File: config.mk
export PLATFORM = sky130hd
export DESIGN_NAME = reg_writeback_flat
export DESIGN_NICKNAME = d
export VERILOG_FILES = /design/src/rtl/reg_writeback_if.sv /design/src/rtl/reg_writeback.sv /design/src/flat_wrapper.sv
export SDC_FILE = /design/constraint.sdc
export NUM_CORES = 1
export LEC_CHECK = 0
export ABC_CLOCK_PERIOD_IN_PS = 4950
export CORE_MARGIN = 5
export CORE_UTILIZATION = 55
export DETAILED_ROUTE_END_ITERATION = 8
export PLACE_DENSITY = 0.79
export SLEW_MARGIN = 20
export SYNTH_ARGS = -nofsm -noshare
export SYNTH_HDL_FRONTEND = slang
export SYNTH_SLANG_ARGS = --single-unit
File: constraint.sdc
create_clock -name clk -period 4.95 [get_ports clk]
set_clock_uncertainty 0.1 [all_clocks]
set_input_delay 0.99 -clock clk [delete_from_list [all_inputs] [get_ports clk]]
set_output_delay 0.99 -clock clk [all_outputs]
set_load 0.01 [all_outputs]
File: src/rtl/reg_writeback_if.sv
// Producer/consumer bundle for reg_writeback: ALU and load result ports,
// register-file write port and the two forwarding lookup ports.
interface reg_writeback_if #(
    parameter int DATA_W = 16,
    parameter int ADDR_W = 3
);
    logic              alu_valid;
    logic [ADDR_W-1:0] alu_addr;
    logic [DATA_W-1:0] alu_data;
    logic              alu_ready;

    logic              mem_valid;
    logic [ADDR_W-1:0] mem_addr;
    logic [DATA_W-1:0] mem_data;
    logic              mem_ready;

    logic              reg_write;
    logic [ADDR_W-1:0] write_addr;
    logic [DATA_W-1:0] write_data;

    logic [ADDR_W-1:0] q1_addr;
    logic [ADDR_W-1:0] q2_addr;
    logic              q1_hit;
    logic              q2_hit;
    logic [DATA_W-1:0] q1_data;
    logic [DATA_W-1:0] q2_data;

    logic              busy;

    modport slave (
        input  alu_valid, alu_addr, alu_data,
        output alu_ready,
        input  mem_valid, mem_addr, mem_data,
        output mem_ready,
        output reg_write, write_addr, write_data,
        input  q1_addr, q2_addr,
        output q1_hit, q2_hit, q1_data, q2_data,
        output busy
    );

    modport master (
        output alu_valid, alu_addr, alu_data,
        input  alu_ready,
        output mem_valid, mem_addr, mem_data,
        input  mem_ready,
        input  reg_write, write_addr, write_data,
        output q1_addr, q2_addr,
        input  q1_hit, q2_hit, q1_data, q2_data,
        input  busy
    );
endinterface

File: src/rtl/reg_writeback.sv
// In-order writeback queue: merges ALU and load results, drives the register
// file write port one entry per cycle and forwards pending values to decode.
module reg_writeback #(
    parameter int DATA_W = 16,
    parameter int ADDR_W = 3,
    parameter int DEPTH  = 4
) (
    input  logic            clk,
    input  logic            reset,
    reg_writeback_if.slave  wb
);
    localparam int PTR_W = $clog2(DEPTH);
    localparam int CNT_W = PTR_W + 1;

    logic [ADDR_W-1:0] addr_mem [DEPTH];
    logic [DATA_W-1:0] data_mem [DEPTH];

    logic [PTR_W-1:0]  head_reg;
    logic [PTR_W-1:0]  tail_reg;
    logic [CNT_W-1:0]  count_reg;
    logic              ready_reg;
    logic              reg_write_reg;
    logic [ADDR_W-1:0] write_addr_reg;
    logic [DATA_W-1:0] write_data_reg;

    logic              alu_fire;
    logic              mem_fire;
    logic              deq;
    logic [1:0]        enq_n;
    logic [CNT_W-1:0]  count_next;
    logic              ready_next;
    logic [PTR_W-1:0]  alu_slot;

    // Ready guarantees two free slots, so both ports may fire on any edge.
    assign alu_fire   = wb.alu_valid & ready_reg;
    assign mem_fire   = wb.mem_valid & ready_reg;
    assign deq        = (count_reg != '0);
    assign enq_n      = {1'b0, alu_fire} + {1'b0, mem_fire};
    assign count_next = count_reg + CNT_W'(enq_n) - CNT_W'(deq);
    assign ready_next = (count_next <= CNT_W'(DEPTH - 2));
    // The load is the older instruction and takes the first slot.
    assign alu_slot   = mem_fire ? tail_reg + PTR_W'(1) : tail_reg;

    always_ff @(posedge clk or negedge reset) begin
        if (!reset) begin
            head_reg       <= '0;
            tail_reg       <= '0;
            count_reg      <= '0;
            ready_reg      <= 1'b1;
            reg_write_reg  <= 1'b0;
            write_addr_reg <= '0;
            write_data_reg <= '0;
        end else begin
            count_reg <= count_next;
            ready_reg <= ready_next;
            tail_reg  <= tail_reg + PTR_W'(enq_n);
            if (deq) begin
                head_reg       <= head_reg + PTR_W'(1);
                reg_write_reg  <= 1'b1;
                write_addr_reg <= addr_mem[head_reg];
                write_data_reg <= data_mem[head_reg];
            end else begin
                reg_write_reg  <= 1'b0;
            end
        end
    end

    // Storage needs no reset: entries outside [head, head+count) are never read.
    always_ff @(posedge clk) begin
        if (mem_fire) begin
            addr_mem[tail_reg] <= wb.mem_addr;
            data_mem[tail_reg] <= wb.mem_data;
        end
        if (alu_fire) begin
            addr_mem[alu_slot] <= wb.alu_addr;
            data_mem[alu_slot] <= wb.alu_data;
        end
    end

    // Forwarding: write stage first, then queue oldest to youngest so the
    // youngest match overrides everything older.
    for (genvar gi = 0; gi < 2; gi++) begin : g_q
        logic [ADDR_W-1:0] qa;
        logic              hit;
        logic [DATA_W-1:0] data;

        assign qa = (gi == 0) ? wb.q1_addr : wb.q2_addr;

        always_comb begin
            logic [PTR_W-1:0] idx;
            hit  = 1'b0;
            data = '0;
            idx  = '0;
            if (reg_write_reg && (write_addr_reg == qa)) begin
                hit  = 1'b1;
                data = write_data_reg;
            end
            for (int i = DEPTH - 1; i >= 0; i--) begin
                idx = tail_reg - PTR_W'(i) - PTR_W'(1);
                if ((CNT_W'(i) < count_reg) && (addr_mem[idx] == qa)) begin
                    hit  = 1'b1;
                    data = data_mem[idx];
                end
            end
        end
    end

    assign wb.alu_ready  = ready_reg;
    assign wb.mem_ready  = ready_reg;
    assign wb.reg_write  = reg_write_reg;
    assign wb.write_addr = write_addr_reg;
    assign wb.write_data = write_data_reg;
    assign wb.q1_hit     = g_q[0].hit;
    assign wb.q1_data    = g_q[0].data;
    assign wb.q2_hit     = g_q[1].hit;
    assign wb.q2_data    = g_q[1].data;
    assign wb.busy       = (count_reg != '0) || reg_write_reg;
endmodule

File: src/flat_wrapper.sv
// flat-port wrapper written by rule: the top's interface ports become plain ports
module reg_writeback_flat 
#(
    parameter int DATA_W = 16,
    parameter int ADDR_W = 3,
    parameter int DEPTH  = 4
)
  (clk, reset, wb_alu_valid, wb_alu_addr, wb_alu_data, wb_alu_ready, wb_mem_valid, wb_mem_addr, wb_mem_data, wb_mem_ready, wb_reg_write, wb_write_addr, wb_write_data, wb_q1_addr, wb_q2_addr, wb_q1_hit, wb_q2_hit, wb_q1_data, wb_q2_data, wb_busy);
  reg_writeback_if #(.DATA_W(DATA_W), .ADDR_W(ADDR_W)) wb_i ();
  input  logic clk;
  input  logic reset;
  input wire logic [$bits(wb_i.alu_valid)-1:0] wb_alu_valid;
  input wire logic [$bits(wb_i.alu_addr)-1:0] wb_alu_addr;
  input wire logic [$bits(wb_i.alu_data)-1:0] wb_alu_data;
  output wire logic [$bits(wb_i.alu_ready)-1:0] wb_alu_ready;
  input wire logic [$bits(wb_i.mem_valid)-1:0] wb_mem_valid;
  input wire logic [$bits(wb_i.mem_addr)-1:0] wb_mem_addr;
  input wire logic [$bits(wb_i.mem_data)-1:0] wb_mem_data;
  output wire logic [$bits(wb_i.mem_ready)-1:0] wb_mem_ready;
  output wire logic [$bits(wb_i.reg_write)-1:0] wb_reg_write;
  output wire logic [$bits(wb_i.write_addr)-1:0] wb_write_addr;
  output wire logic [$bits(wb_i.write_data)-1:0] wb_write_data;
  input wire logic [$bits(wb_i.q1_addr)-1:0] wb_q1_addr;
  input wire logic [$bits(wb_i.q2_addr)-1:0] wb_q2_addr;
  output wire logic [$bits(wb_i.q1_hit)-1:0] wb_q1_hit;
  output wire logic [$bits(wb_i.q2_hit)-1:0] wb_q2_hit;
  output wire logic [$bits(wb_i.q1_data)-1:0] wb_q1_data;
  output wire logic [$bits(wb_i.q2_data)-1:0] wb_q2_data;
  output wire logic [$bits(wb_i.busy)-1:0] wb_busy;
  assign wb_i.alu_valid = wb_alu_valid;
  assign wb_i.alu_addr = wb_alu_addr;
  assign wb_i.alu_data = wb_alu_data;
  assign wb_alu_ready = wb_i.alu_ready;
  assign wb_i.mem_valid = wb_mem_valid;
  assign wb_i.mem_addr = wb_mem_addr;
  assign wb_i.mem_data = wb_mem_data;
  assign wb_mem_ready = wb_i.mem_ready;
  assign wb_reg_write = wb_i.reg_write;
  assign wb_write_addr = wb_i.write_addr;
  assign wb_write_data = wb_i.write_data;
  assign wb_i.q1_addr = wb_q1_addr;
  assign wb_i.q2_addr = wb_q2_addr;
  assign wb_q1_hit = wb_i.q1_hit;
  assign wb_q2_hit = wb_i.q2_hit;
  assign wb_q1_data = wb_i.q1_data;
  assign wb_q2_data = wb_i.q2_data;
  assign wb_busy = wb_i.busy;
  reg_writeback #(.DATA_W(DATA_W), .ADDR_W(ADDR_W), .DEPTH(DEPTH)) u_core (.clk(clk), .reset(reset), .wb(wb_i));
endmodule
; Word-level counts from Yosys, hierarchy flattened
; Memory sizes are Yosys's and may differ from the RTL's. A register that Yosys moved wholly into a read port is not among the register bits.
; Cells that the tools add are included.
[totals]
register_bits = 9
mem_bits_rw = 76
input_bits = 48
output_inout_bits = 57
word_cells = 76
mem_count = 2
[op_classes]
n_addsub = 12
magnitude_cmp = 5
n_eq_ne = 10
n_mux = 26
bitwise = 2
reduce_logical = 14
[memory_table]
columns = memory, depth, word_bits, read_ports, rd_ports_with_merged_regs, write_ports, line
row1 = u_core.data_mem, 4, 16, 5, 1, 2, reg_writeback.sv:16  ; logic [DATA_W-1:0] data_mem [DEPTH];
row2 = u_core.addr_mem, 4, 3, 5, 1, 2, reg_writeback.sv:15  ; logic [ADDR_W-1:0] addr_mem [DEPTH];
[ops]
columns = operator, n
row1 = 2-to-1 mux 16 bit, 10
row2 = == test 3 bit, 10
row3 = 2-to-1 mux 1 bit, 15
row4 = logical AND 1 bit, 10
row5 = "subtractor 2 x 1 -> 2 bit, second input constant", 4
row6 = "less-than comparator 1 x 3 -> 1 bit, first input constant", 2
row7 = "less-than comparator 2 x 3 -> 1 bit, first input constant", 2
row8 = "adder 2 x 1 -> 2 bit, second input constant", 2
row9 = "subtractor 2 bit, second input constant", 2
row10 = adder 3 x 2 -> 3 bit, 1
row11 = "less-or-equal comparator 3 x 2 -> 1 bit, second input constant", 1
row12 = nonzero test 3 bit, 1
row13 = subtractor 3 x 1 -> 3 bit, 1
row14 = adder 1 x 1 -> 2 bit, 1
row15 = adder 2 bit, 1
row16 = AND 1 bit, 2
row17 = zero test 1 bit, 2
row18 = 2-to-1 mux 2 bit, 1
row19 = logical OR 1 bit, 1

; Logic depth before layout (Yosys ltp)
; Gate-level depths: netlist (run 1).
; An unclocked memory read counts as a cell.
[depth]
ltp_word = 9
mapped_depth = 13

; Least setup slack after synthesis (run 1)
; No wires, ideal clock.
[synth_timing]
path_kind = flip-flop to output port
startpoint = register u_core.tail_reg[0]
endpoint = output wb_q2_data[0]
arrival_ns = 2.869
required_time_ns = 3.860
slack_ns = 0.991
path_stages_with_launch = 13
n_path_buf = 4
path_cell_list = dfrtp_1 > buf_6 > clkinv_1 > ha_1 > buf_6 > buf_6 > mux2i_1 > xor2_1 > nand2_1 > a211oi_2 > buf_2 > nand2_1 > a31oi_1
[synth_via]
elab_chain_cells = 9
[synth_lines]
columns = item, line
row1 = from (decl), reg_writeback.sv:19  ; logic [PTR_W-1:0] tail_reg;
row2 = from (signal assigned), reg_writeback.sv:56  ; tail_reg <= tail_reg + PTR_W'(enq_n);
row3 = subtractor 2 bit, reg_writeback.sv:99  ; idx = tail_reg - PTR_W'(i) - PTR_W'(1);
row4 = subtractor 2 x 1 -> 2 bit, reg_writeback.sv:99
row5 = memory (4 x 3 bit), -
row6 = == test 3 bit, reg_writeback.sv:100  ; if ((CNT_W'(i) < count_reg) && (addr_mem[idx] == qa)) begin
row7 = logical AND 1 bit, reg_writeback.sv:100
row8 = 2-to-1 mux 16 bit (3 in series), reg_writeback.sv:100
row9 = 2-to-1 mux 16 bit (*), reg_writeback.sv:100
row10 = to (decl), flat_wrapper.sv:28  ; output wire logic [$bits(wb_i.q2_data)-1:0] wb_q2_data;
; Mark *: on every way between the ends. The rest lies on a longest branch, timed or not.

; Worst setup path in the final report (run 1)
[layout_timing]
startpoint = register u_core.tail_reg[0]
endpoint = output wb_q2_data[10]
; Same word-level chain as after synthesis.

==> summary by stage, run 1 <==
Run status
The run finished with clean final reports.

Timing
Summed over all failing endpoints, the final setup total negative slack is 0 ns. The final max-slew violation count came to 0. The clock period could shrink to between 4 and 5 ns.

The number of hold-slack violations in the final timing report is 0. For the pin with the worst max-slew slack, the measured transition is about 1 ns. Setup repair after global routing left no endpoint under its margin.

The number of failing setup endpoints in the final timing report is 0. In the finished design, the share of the clock period the worst path needs comes to 0.974. In this run the tightest slew margin relative to its limit is 0.331. The achievable clock frequency is 0.207 GHz.

Logic synthesis
Of all flip-flops after synthesis, the portion carrying an async set or reset was 0.269. The Yosys step of the flow raised 0 warnings. The predominant post-synthesis flop cell is edfxtp_1.

The cell type with the highest aggregate area in the netlist is edfxtp_1. The number of standard cells after synthesis is 719. Yosys mapped the design onto between 40 and 50 distinct sky130hd cell types. The number of nets in the synthesized netlist is 777. The count of flip-flops with a built-in enable after synthesis is 76. The post-synthesis average cell area is 12.1 µm². By area the synthesized netlist is led by edfxtp_1 26%, mux4_2 23%, mux2_2 12%.

The count of state elements after synthesis is between 100 and 150. The share of synthesized area in the top cell type comes to 0.263. The mapped netlist covers 8680 µm². The sequential share of the synthesized area is 0.344.

Power
The power per unit of standard cell area is 862 nW/µm². The switching part of the total power is 0.447. The share of total power dissipated in sequential elements is 0.190.

The worst-case IR drop observed on VDD is 0.465 mV. The total power is 8750 µW. The part of the power in combinational logic is 0.725.

The clock group share of total power is 0.085. For this design the static power due to leakage is 0.00363 µW. The internal power contribution is 4840 µW. In this run the power spent charging and discharging nets is 3910 µW.

Setup path
The critical path in this run is classified as reg -> out. On the critical path, the stage with the largest delay is an instance of clkdlybuf4s50_1. The worst setup path is captured at an output port. The largest single stage delay on the critical path is 0.60 ns. The required time at the endpoint of the critical path is between 3 and 4 ns. STA classifies the critical path startpoint as a flip-flop. Together, buffers and inverters on the worst path number 2. Traced cell by cell, the critical path runs through clkinv_1 -> ha_2 -> mux2i_1 -> xnor2_1 -> nor3_1 -> nor2_1 -> o21a_1 -> a31oi_1 -> clkdlybuf4s50_1.

Of all nets on the critical path, the largest fanout is 17. The family with the most delay on the worst path is compound AO/OA/AOI/OAI gates. Data on the critical path arrives at its endpoint at 3.73 ns.

Place
The number of instances in the placed design is 997. The HPWL after detailed placement is roughly 18000 µm. The placed instance area is 9850 µm². The weighted congestion at the end of routability-driven global placement is 0.953. The count of buffers added on input and output ports is 104.

Final layout
The filler cell count in the final layout is 1160. The number of antenna diodes in the final layout is 0. The most frequent standard cell in the layout excluding fill and tap cells is clkdlybuf4s50_1. The ratio of cells with drive above 1 in the final layout is 0.299.

The final core area utilization is 0.649. The flip-flop count of the largest register, all copies and words added is 64. The post-route standard cell area excluding fillers is 10200 µm². From synthesis to final layout, the design area changed by 17.0%. The top cell types in the final layout, fill and taps aside, are 104 x clkdlybuf4s50_1, 96 x mux2_2, 90 x mux4_2, 76 x edfxtp_1, 70 x nand2_1.

The layout net count is 850. Leaving out filler cells and counting taps, the final layout contains 1012.

GRT
The global-route wire length before repair is 40000 µm. The maximum number of pins on one net before global-route repair is 56. The initial antenna violation count is 0. The total routing usage reported by global routing is 0.284.

The total congestion overflow after global routing is 0. The via count of the first global-routing pass is around 6700.

Clock tree
Clock tree synthesis inserted a total of 9 buffers. The clock net in this run drives a total of 104 sinks. The number of H-tree levels is 3. The clock passes through at most 2 buffers.

The buffers inserted during post-CTS setup optimization is 0. The clock latency on the worst-skew pair is 0.36 ns. The clock input transition at the sequential cells of the worst setup and hold paths is 0.08 ns. The clock tree from TritonCTS is yes. Clock tree synthesis selected as its root buffer the cell clkbuf_16.

Die
The initialized floorplan defines between 40 and 50 standard-cell rows. The width of the chip is 136 µm. The full die area is 18400 µm². The die boundary height is roughly 140 µm. The standard cell core area is approximately 16000 µm². The initial utilization of the core area, before any placement, comes to 0.554. For this design the top-level I/O count stands at roughly 110.

Route
The initial detailed-routing violation count is around 940. The routed design has around 26000 µm of wire. Before antenna repair, the detailed router went through 5 iterations. The detailed router placed between 6000 and 7000 vias in this run. The average via count per standard cell is 6.83. The number of nets still failing antenna checks after routing is 0. In the final routed layout, each cell accounts on average for 25.4 µm. After detailed routing, the number of remaining DRC violations is 0.

Job
Max-cap violations in this run came to 0.

Hold path
The path class of the tightest hold or removal check is reg -> reg.
[cell type report]
| cell class | instances | area [µm²] | share of cell area |
|---|---|---|---|
| multi-input cells | 524 | 5290 | 0.521 |
| flip-flops and latches | 104 | 2990 | 0.294 |
| repair buffers | 127 | 1220 | 0.120 |
| well taps | 216 | 270 | 0.0266 |
| clock buffers | 9 | 225 | 0.0222 |
| inverters | 26 | 97.6 | 0.00961 |
| clock inverters | 6 | 68.8 | 0.00678 |
[routing by layer]
metal	GRT usage	vias up	share of wire
met5	0	-	0
met4	0.0661	0	0.015
met3	0.0687	31	0.12
met2	0.406	479	0.44
met1	0.441	3464	0.43
li1	-	2940	-
[repair_timing]
item                       4_1_cts  5_1_grt
setup endpoints to repair        0       25
hold buffers                     0        0
gates resized for setup          0        4
[synth_stat cells (22+ instances only)]
cell type and count:
nor2_1 24, clkbuf_1 27, dfrtp_1 27, buf_2 24, inv_1 24, xnor2_1 33, nand2_1 70, mux4_2 90
edfxtp_1 76, mux2i_1 22, o22ai_1 32, mux2_2 96, a31oi_1 34
[power by group through the flow]
| stage | sequential (µW) | clock, µW | combinational (µW) |
|---|---|---|---|
| 2_1_floorplan | 1500 | 0 | 4070 |
| 3_3_place_gp | 1610 | 0 | 6130 |
| 3_5_place_dp | 1660 | 0 | 6240 |
| 4_1_cts | 1640 | 743 | 6270 |
| 5_1_grt | 1690 | 785 | 6740 |
| 6_report | 1660 | 745 | 6350 |
[worst register-to-register path, delay by kind of cell (launching register included)]
family,cells,cell delay (ns)
buffers and inverters,3,0.86
AO/OA/AOI/OAI,1,0.78
adder cells (fa/ha/maj),1,0.41
flip-flops,1,0.39
AND/OR/NAND/NOR,2,0.37
multiplexers,1,0.10
[final timing paths]
path                                                           from  depth (start not counted)                             endpoint  slack, ns
worst max-delay path                   u_core.tail_reg[0]$_DFF_PN0_                          9                       wb_q2_data[10]       0.13
worst min-delay path            u_core.wb.write_data[5]$_DFFE_PN0N_                          1  u_core.wb.write_data[5]$_DFFE_PN0N_       0.47
worst max register to register         u_core.tail_reg[1]$_DFF_PN0_                          8      u_core.data_mem[1][7]$_DFFE_PP_       1.55
worst min register to register  u_core.wb.write_data[5]$_DFFE_PN0N_                          1  u_core.wb.write_data[5]$_DFFE_PN0N_       0.47
max in group asynchronous                                     reset                          2         u_core.tail_reg[0]$_DFF_PN0_       3.44
min in group asynchronous                                     reset                          2  u_core.wb.write_addr[1]$_DFFE_PN0N_       0.95
[cells by family after synthesis]
| kind of cell | Yosys count | share of synthesized area |
|---|---|---|
| buffers and inverters | 91 | 0.0480 |
| flip-flops | 104 | 0.344 |
| AO/OA/AOI/OAI | 119 | 0.0894 |
| AND/OR/NAND/NOR | 147 | 0.0796 |
| multiplexers | 208 | 0.384 |
| adder cells (fa/ha/maj) | 10 | 0.0153 |
| XOR/XNOR | 40 | 0.0404 |
[per-stage QoR]
step           setup WS [ns]  hold WS [ns]
3_5_place_dp           0.280         0.451
2_1_floorplan          0.991         0.477
6_report               0.129         0.470
4_1_cts               0.0772         0.470
3_3_place_gp           0.346         0.434
5_1_grt              0.00248         0.493
(Power assumes the default switching activity.)
==> inputs of run 2 (changes only) <==
- CAP_MARGIN: not set -> 20
- CORE_UTILIZATION: 55 -> 48
- PLACE_DENSITY: 0.79 -> 0.7
==> summary by stage, run 2 (synthesis gave the netlist of run 1 again) <==
Timing
The slew at the pin closest to its max-slew limit was 1.05 ns (+0.0439 ns). The final max-slew violation count is 0 (unchanged). The number of hold-slack violations in the final timing report is 0 (unchanged). The fraction of the cycle the final worst path needs came to 0.967 (-0.00703).

The setup TNS was 0 ns (unchanged). The clock period minus worst slack was 4.79 ns (-0.0348 ns). The achievable clock frequency is 0.209 GHz (+0.73%). The number of failing setup endpoints in the final timing report came to 0 (unchanged).

Setup repair after global routing left no endpoint under its margin. The hold slack was 0.472 ns (+0.00257 ns). The tightest slew margin relative to the limit came to 0.301 (-0.0293).

Setup path
The arrival time of the worst setup path is 3.70 ns (-0.03 ns). The startpoint identified for the worst register-to-register timing path is u_core.tail_reg[0]$_DFF_PN0_. The critical path class is reg -> out.

The worst reg2reg path endpoint is u_core.data_mem[2][7]$_DFFE_PP_. The peak fanout along the critical path was 17 (unchanged). The register-to-register setup slack is 1.28 ns (-0.27 ns). The required time at the endpoint of the critical path was 3.86 ns (about the same). The worst reg2reg path depth is 7 (-1).

The worst setup path startpoint is u_core.tail_reg[0]$_DFF_PN0_. Following the worst setup path forward leads to its endpoint at wb_q2_data[10]. The worst setup path is captured at an output port. STA classifies the critical path startpoint as a flip-flop.

Run status
The flow ran to the end, and the final reports show no timing, DRC or antenna violations.

Place
The weighted congestion at the end of routability-driven global placement is 0.974 (+2.2%). The count of port buffers added during placement was 104 (unchanged). The HPWL after detailed placement is 19600 µm (+7.4%).

Clock tree
The number of H-tree levels came to 3 (unchanged). The TritonCTS sink count was 104 (unchanged). The clock input transition at the sequential cells of the worst setup and hold paths is 0.08 ns (about the same). The hold buffer count at CTS came to 0 (unchanged). The worst-case clock buffer depth is 2 (unchanged). The clock latency on the worst-skew pair was 0.36 ns (about the same). The number of buffers added by the clock tree synthesis step was 9 (unchanged).

TritonCTS built the clock tree. The root buffer cell chosen for the clock tree is clkbuf_16.

Final layout
The filler cell count in the final layout is 1485 (+28%). The library cells used most frequently in the layout, excluding fill and tap cells, are 104 x clkdlybuf4s50_1, 96 x mux2_2, 90 x mux4_2, 76 x edfxtp_1, 70 x nand2_1. The layout net count is 851 (+0.12%).

The library cell used most frequently in the layout, excluding fill and tap cells, is clkdlybuf4s50_1. The area growth from synthesis to layout is 17.6%. The ratio of cells with drive above 1 in the final layout is 0.297 (-0.00200). The flip-flop count of the largest register, all copies and words added is 64 (unchanged). The number of diodes is 0 (unchanged). The final core area utilization is 0.570 (-0.0789).

GRT
The total congestion overflow after global routing is 0 (unchanged). The global-route wire length before repair came to 41700 µm (+4.3%). The initial antenna violation count is 0 (unchanged).

The maximum number of pins on one net before global-route repair is 56 (unchanged). The via count of the first global-routing pass was 6701 (+0.49%). The total routing usage reported by global routing came to 0.268 (-0.0160).

Route
The detailed-route via count is 7001 (+1.3%). The first-pass detailed-route iteration total is 5 (unchanged). The wire length reported by the detailed router came to 27600 µm (+7.4%). The initial detailed-routing violation count is 810 (-14%).

The DRC violations left is 0 (unchanged). The average via count per standard cell came to 6.82 (-0.22%). The post-detailed-route wirelength per cell came to 26.9 µm (+5.8%). The number of nets still failing antenna checks after routing was 0 (unchanged).

Job
The number of maximum-capacitance constraint violations was 0 (unchanged).

Die
The number of placement rows is 49 (+6.5%). The number of top-level design ports came to 105 (unchanged). The die boundary height is 144 µm (+6.5%). The starting density of the core is 0.485 (-0.0696).

The width of the chip is 144 µm (+6.5%). The full die area is 20900 µm² (+13%). The standard cell core area is 17900 µm² (+14%).

Power
The worst ir drop on vdd was 0.607 mV (+30%). The leakage power total is 0.00364 µW (+0.40%). The total power came to 8900 µW (+1.7%). The power per unit of standard cell area was 872 nW/µm² (+1.2%).

Hold path
The start point of the worst min-delay path is u_core.wb.write_data[10]$_DFFE_PN0N_. The class of the worst hold path is reg -> reg. The hold path depth is 1 (unchanged).
## run 2: routing by layer
layer	part of all wire	global-route usage	up-vias
li1	-	-	2949
met2	0.43	0.383	524
met3	0.11	0.0443	54
met5	0	0	-
met1	0.43	0.421	3474
met4	0.021	0.0766	0
## run 2: worst min-delay path by stage
| stage | slack [ns] | end |
|---|---|---|
| after floorplan | 0.48 | u_core.wb.write_data[14]$_DFFE_PN0N_ |
| final | 0.47 | u_core.wb.write_data[10]$_DFFE_PN0N_ |
| after CTS | 0.46 | u_core.wb.write_data[1]$_DFFE_PN0N_ |
| after global placement | 0.44 | u_core.wb.write_data[1]$_DFFE_PN0N_ |
| after global routing | 0.49 | u_core.wb.write_data[3]$_DFFE_PN0N_ |
| after detailed placement | 0.45 | u_core.wb.write_data[1]$_DFFE_PN0N_ |
## run 2: timing repair
action                                  4_1_cts  5_1_grt
cloned                                        0        0
setup buffers                                 0        0
resized for setup                             1        2
endpoints found under the setup margin        2       24
## run 2: layout make-up
cell class / instances / area, µm² / area share
Tap cell: 229 / 287 / 0.0281
Clock inverter: 6 / 90.1 / 0.00883
Inverter: 26 / 97.6 / 0.00957
Clock buffer: 10 / 229 / 0.0224
Sequential cell: 104 / 2990 / 0.293
Timing Repair Buffer: 128 / 1220 / 0.120
Multi-Input combinational cell: 524 / 5290 / 0.518
## run 2: power by group
group,switching (µW),internal (µW)
Clock,356,448
Combinational,3240,3180
Sequential,408,1270
Total,4000,4890
## run 2: critical path: stages, from the launching register on
cell and delay [ns]:
dfrtp_4 0.41, clkinv_1 0.08, ha_2 0.53, mux2i_1 0.46
xor2_1 0.18, nand2_1 0.12, a2111o_2 0.67, o21ai_1 0.22
a31oi_1 0.14, clkdlybuf4s50_1 0.52
## run 2: per-stage QoR
stage          setup WS [ns]  cell area [µm²]  std cells
3_3_place_gp           0.182             9880       1011
5_1_grt               0.0235            10200       1027
2_1_floorplan          0.991             8680        719
4_1_cts                0.114            10200       1027
3_5_place_dp           0.188             9880       1011
6_report               0.164            10200       1027
==> patch, RTL diff (flow settings as in run 1) <==
`ADDR_W` is set to 3 in 3 places; all go to 2.
--- a/src/rtl/reg_writeback_if.sv
+++ b/src/rtl/reg_writeback_if.sv
@@ -2,7 +2,7 @@
 // register-file write port and the two forwarding lookup ports.
 interface reg_writeback_if #(
     parameter int DATA_W = 16,
-    parameter int ADDR_W = 3
+    parameter int ADDR_W = 2
 );
     logic              alu_valid;
     logic [ADDR_W-1:0] alu_addr;
--- a/src/rtl/reg_writeback.sv
+++ b/src/rtl/reg_writeback.sv
@@ -2,7 +2,7 @@
 // file write port one entry per cycle and forwards pending values to decode.
 module reg_writeback #(
     parameter int DATA_W = 16,
-    parameter int ADDR_W = 3,
+    parameter int ADDR_W = 2,
     parameter int DEPTH  = 4
 ) (
     input  logic            clk,
--- a/src/flat_wrapper.sv
+++ b/src/flat_wrapper.sv
@@ -2,7 +2,7 @@
 module reg_writeback_flat 
 #(
     parameter int DATA_W = 16,
-    parameter int ADDR_W = 3,
+    parameter int ADDR_W = 2,
     parameter int DEPTH  = 4
 )
   (clk, reset, wb_alu_valid, wb_alu_addr, wb_alu_data, wb_alu_ready, wb_mem_valid, wb_mem_addr, wb_mem_data, wb_mem_ready, wb_reg_write, wb_write_addr, wb_write_data, wb_q1_addr, wb_q2_addr, wb_q1_hit, wb_q2_hit, wb_q1_data, wb_q2_data, wb_busy);
Interface: changed (5 resized); port bits go from 105 to 100. The function was not compared with the original's and may differ.
==> patch against run 1 <==
Worst hold slack worse by 0.037 ns. Core utilization down 0.097 points. Register-to-register slack better by 0.06 ns. Critical path depth up 1. Cell area down 3.8%. Sequential cell count down 5. Area after synthesis down 2.9%. Via count up 3.7%. Wire length down 1.8%. Sequential share of layout area down 0.34 points. Worst setup slack worse by 0.013 ns.
Power is not shown: default switching activity piles up to over one toggle a cycle in this logic, so the estimate is an artifact.
==> patch: results (changes against run 1) <==
| Metric | Value |
|---|---|
| Slowest stage delay, CP | `0.60 ns (about the same)` |
| Max FFs per register | `64 (unchanged)` |
| Routed WL per cell | `24.2 um (-4.8%)` |
| Root buffer cell | `clkbuf_16` |
| Slowest CP cell | `clkdlybuf4s50_1` |
| First-pass DRT Iterations | `5 (unchanged)` |
| Number of global-route vias before repair | `6,739 (+1.1%)` |
| GRT overflow | `0 (unchanged)` |
| Async SR Flop Fraction | `27.3% (+0.35 points)` |
| H-Tree Depth | `3 (unchanged)` |
| First DRT Iteration DRCs | `770 (-18%)` |
| Hold WC Path Type | `reg -> reg` |
| # diodes | `0 (unchanged)` |
| Most common cell in the netlist | `nand2_1` |
| Antenna violations before repair | `0 (unchanged)` |
| Register area share after synthesis | `33.7% (-0.69 points)` |
| Clock-pin slew on the worst setup and hold paths | `0.08 ns (about the same)` |
| First-pass GRT wire length | `39,100 um (-2.1%)` |
| Gp weighted congestion | `0.929 (-2.5%)` |
| Clock buffer depth | `2 (unchanged)` |
| Crit path max fanout | `33 (+16)` |
| Status | `finished, final reports clean` |
| Post-DP HPWL | `17,300 um (-5.3%)` |
| Syn_nets | `846 (+8.9%)` |
| Overall Global Routing Usage | `28.0% (-0.43 points)` |
| Post-CTS setup buffer count | `0 (unchanged)` |
| Crit path max-delay family | `buffers and inverters` |
| Slew margin rel. | `32.7% (-0.32 points)` |
| Post-synth EDFFs | `72 (-5.3%)` |
| Synth cell count leaders | `nand2_1, mux2_2, a21oi_1` |
| Final net count | `904 (+6.4%)` |
| Placed inst area | `9450 um^2 (-4.1%)` |
| Synth Warn # | `0 (unchanged)` |
| DRT antenna net count | `0 (unchanged)` |
| Routed vias | `7,168 (+3.7%)` |
| Area share of the largest cell type after synthesis | `25.7% (-0.64 points)` |
| Num CTS Buffers | `9 (unchanged)` |
| Synth top area cells | `edfxtp_1, mux2_2, mux4_2, dfrtp_1, a21oi_1` |
| Largest net degree at the start of global routing | `84 (+50%)` |
| Post-CTS sizing | `0 (unchanged)` |
| Layout cells sized above 1 | `25.0% (-4.9 points)` |
| Buffers added on ports | `99 (-4.8%)` |
| Synth unique cells | `47 (+15%)` |
patch: path summary, 6_finish.rpt:
path | end | cells after the start | slack, ns | start
worst max-delay path | wb_q2_data[7] | 10 | 0.12 | u_core.tail_reg[0]
worst min-delay path | u_core.wb.write_data[6] | 2 | 0.43 | u_core.wb.write_data[6]
worst max register to register | u_core.data_mem[1][14] | 8 | 1.61 | u_core.tail_reg[0]
worst min register to register | u_core.wb.write_data[6] | 2 | 0.43 | u_core.wb.write_data[6]
max in group asynchronous | u_core.tail_reg[0] | 2 | 3.52 | reset
min in group asynchronous | u_core.tail_reg[1] | 2 | 0.91 | reset
patch: metrics by stage:
step,worst slack (ns),std cells
floorplan,0.825,793
global placement,0.307,1027
detailed placement,0.273,1027
CTS,0.0791,1043
global route,0.0164,1044
finish,0.116,1044
patch: kinds of logic (layout without fill, tap and decap cells):
family / after synthesis / count (layout) / share of synthesized area, %
flops: 99 / 99 / 33.7
buf+inv: 85 / 148 / 5.45
fa+ha+maj: 9 / 9 / 1.43
compound gates: 203 / 203 / 17.0
mux: 165 / 165 / 27.1
simple gates: 207 / 207 / 12.2
xor+xnor: 25 / 25 / 3.13
patch: per-layer routing:
layer / track usage (%) / wire length, um / vias up
li1: - / - / 3120
met1: 43.2 / 11000 / 3469
met2: 39.7 / 10700 / 503
met3: 5.33 / 2830 / 76
met4: 8.97 / 661 / 0
met5: 0 / 0 / -
patch: tightest hold or removal path: cells and delay by family (launching register included):
family / cells / cell delay, ns
simple gates: 2 / 0.11
flops: 1 / 0.39
patch: layout make-up:
cell class,instances,area [um^2]
well taps,188,235
fillers,1107,5310
repair buffers,123,1210
clock buffers,9,225
inverters,9,33.8
flip-flops and latches,99,2840
multi-input cells,609,5140
clock inverters,7,90.1
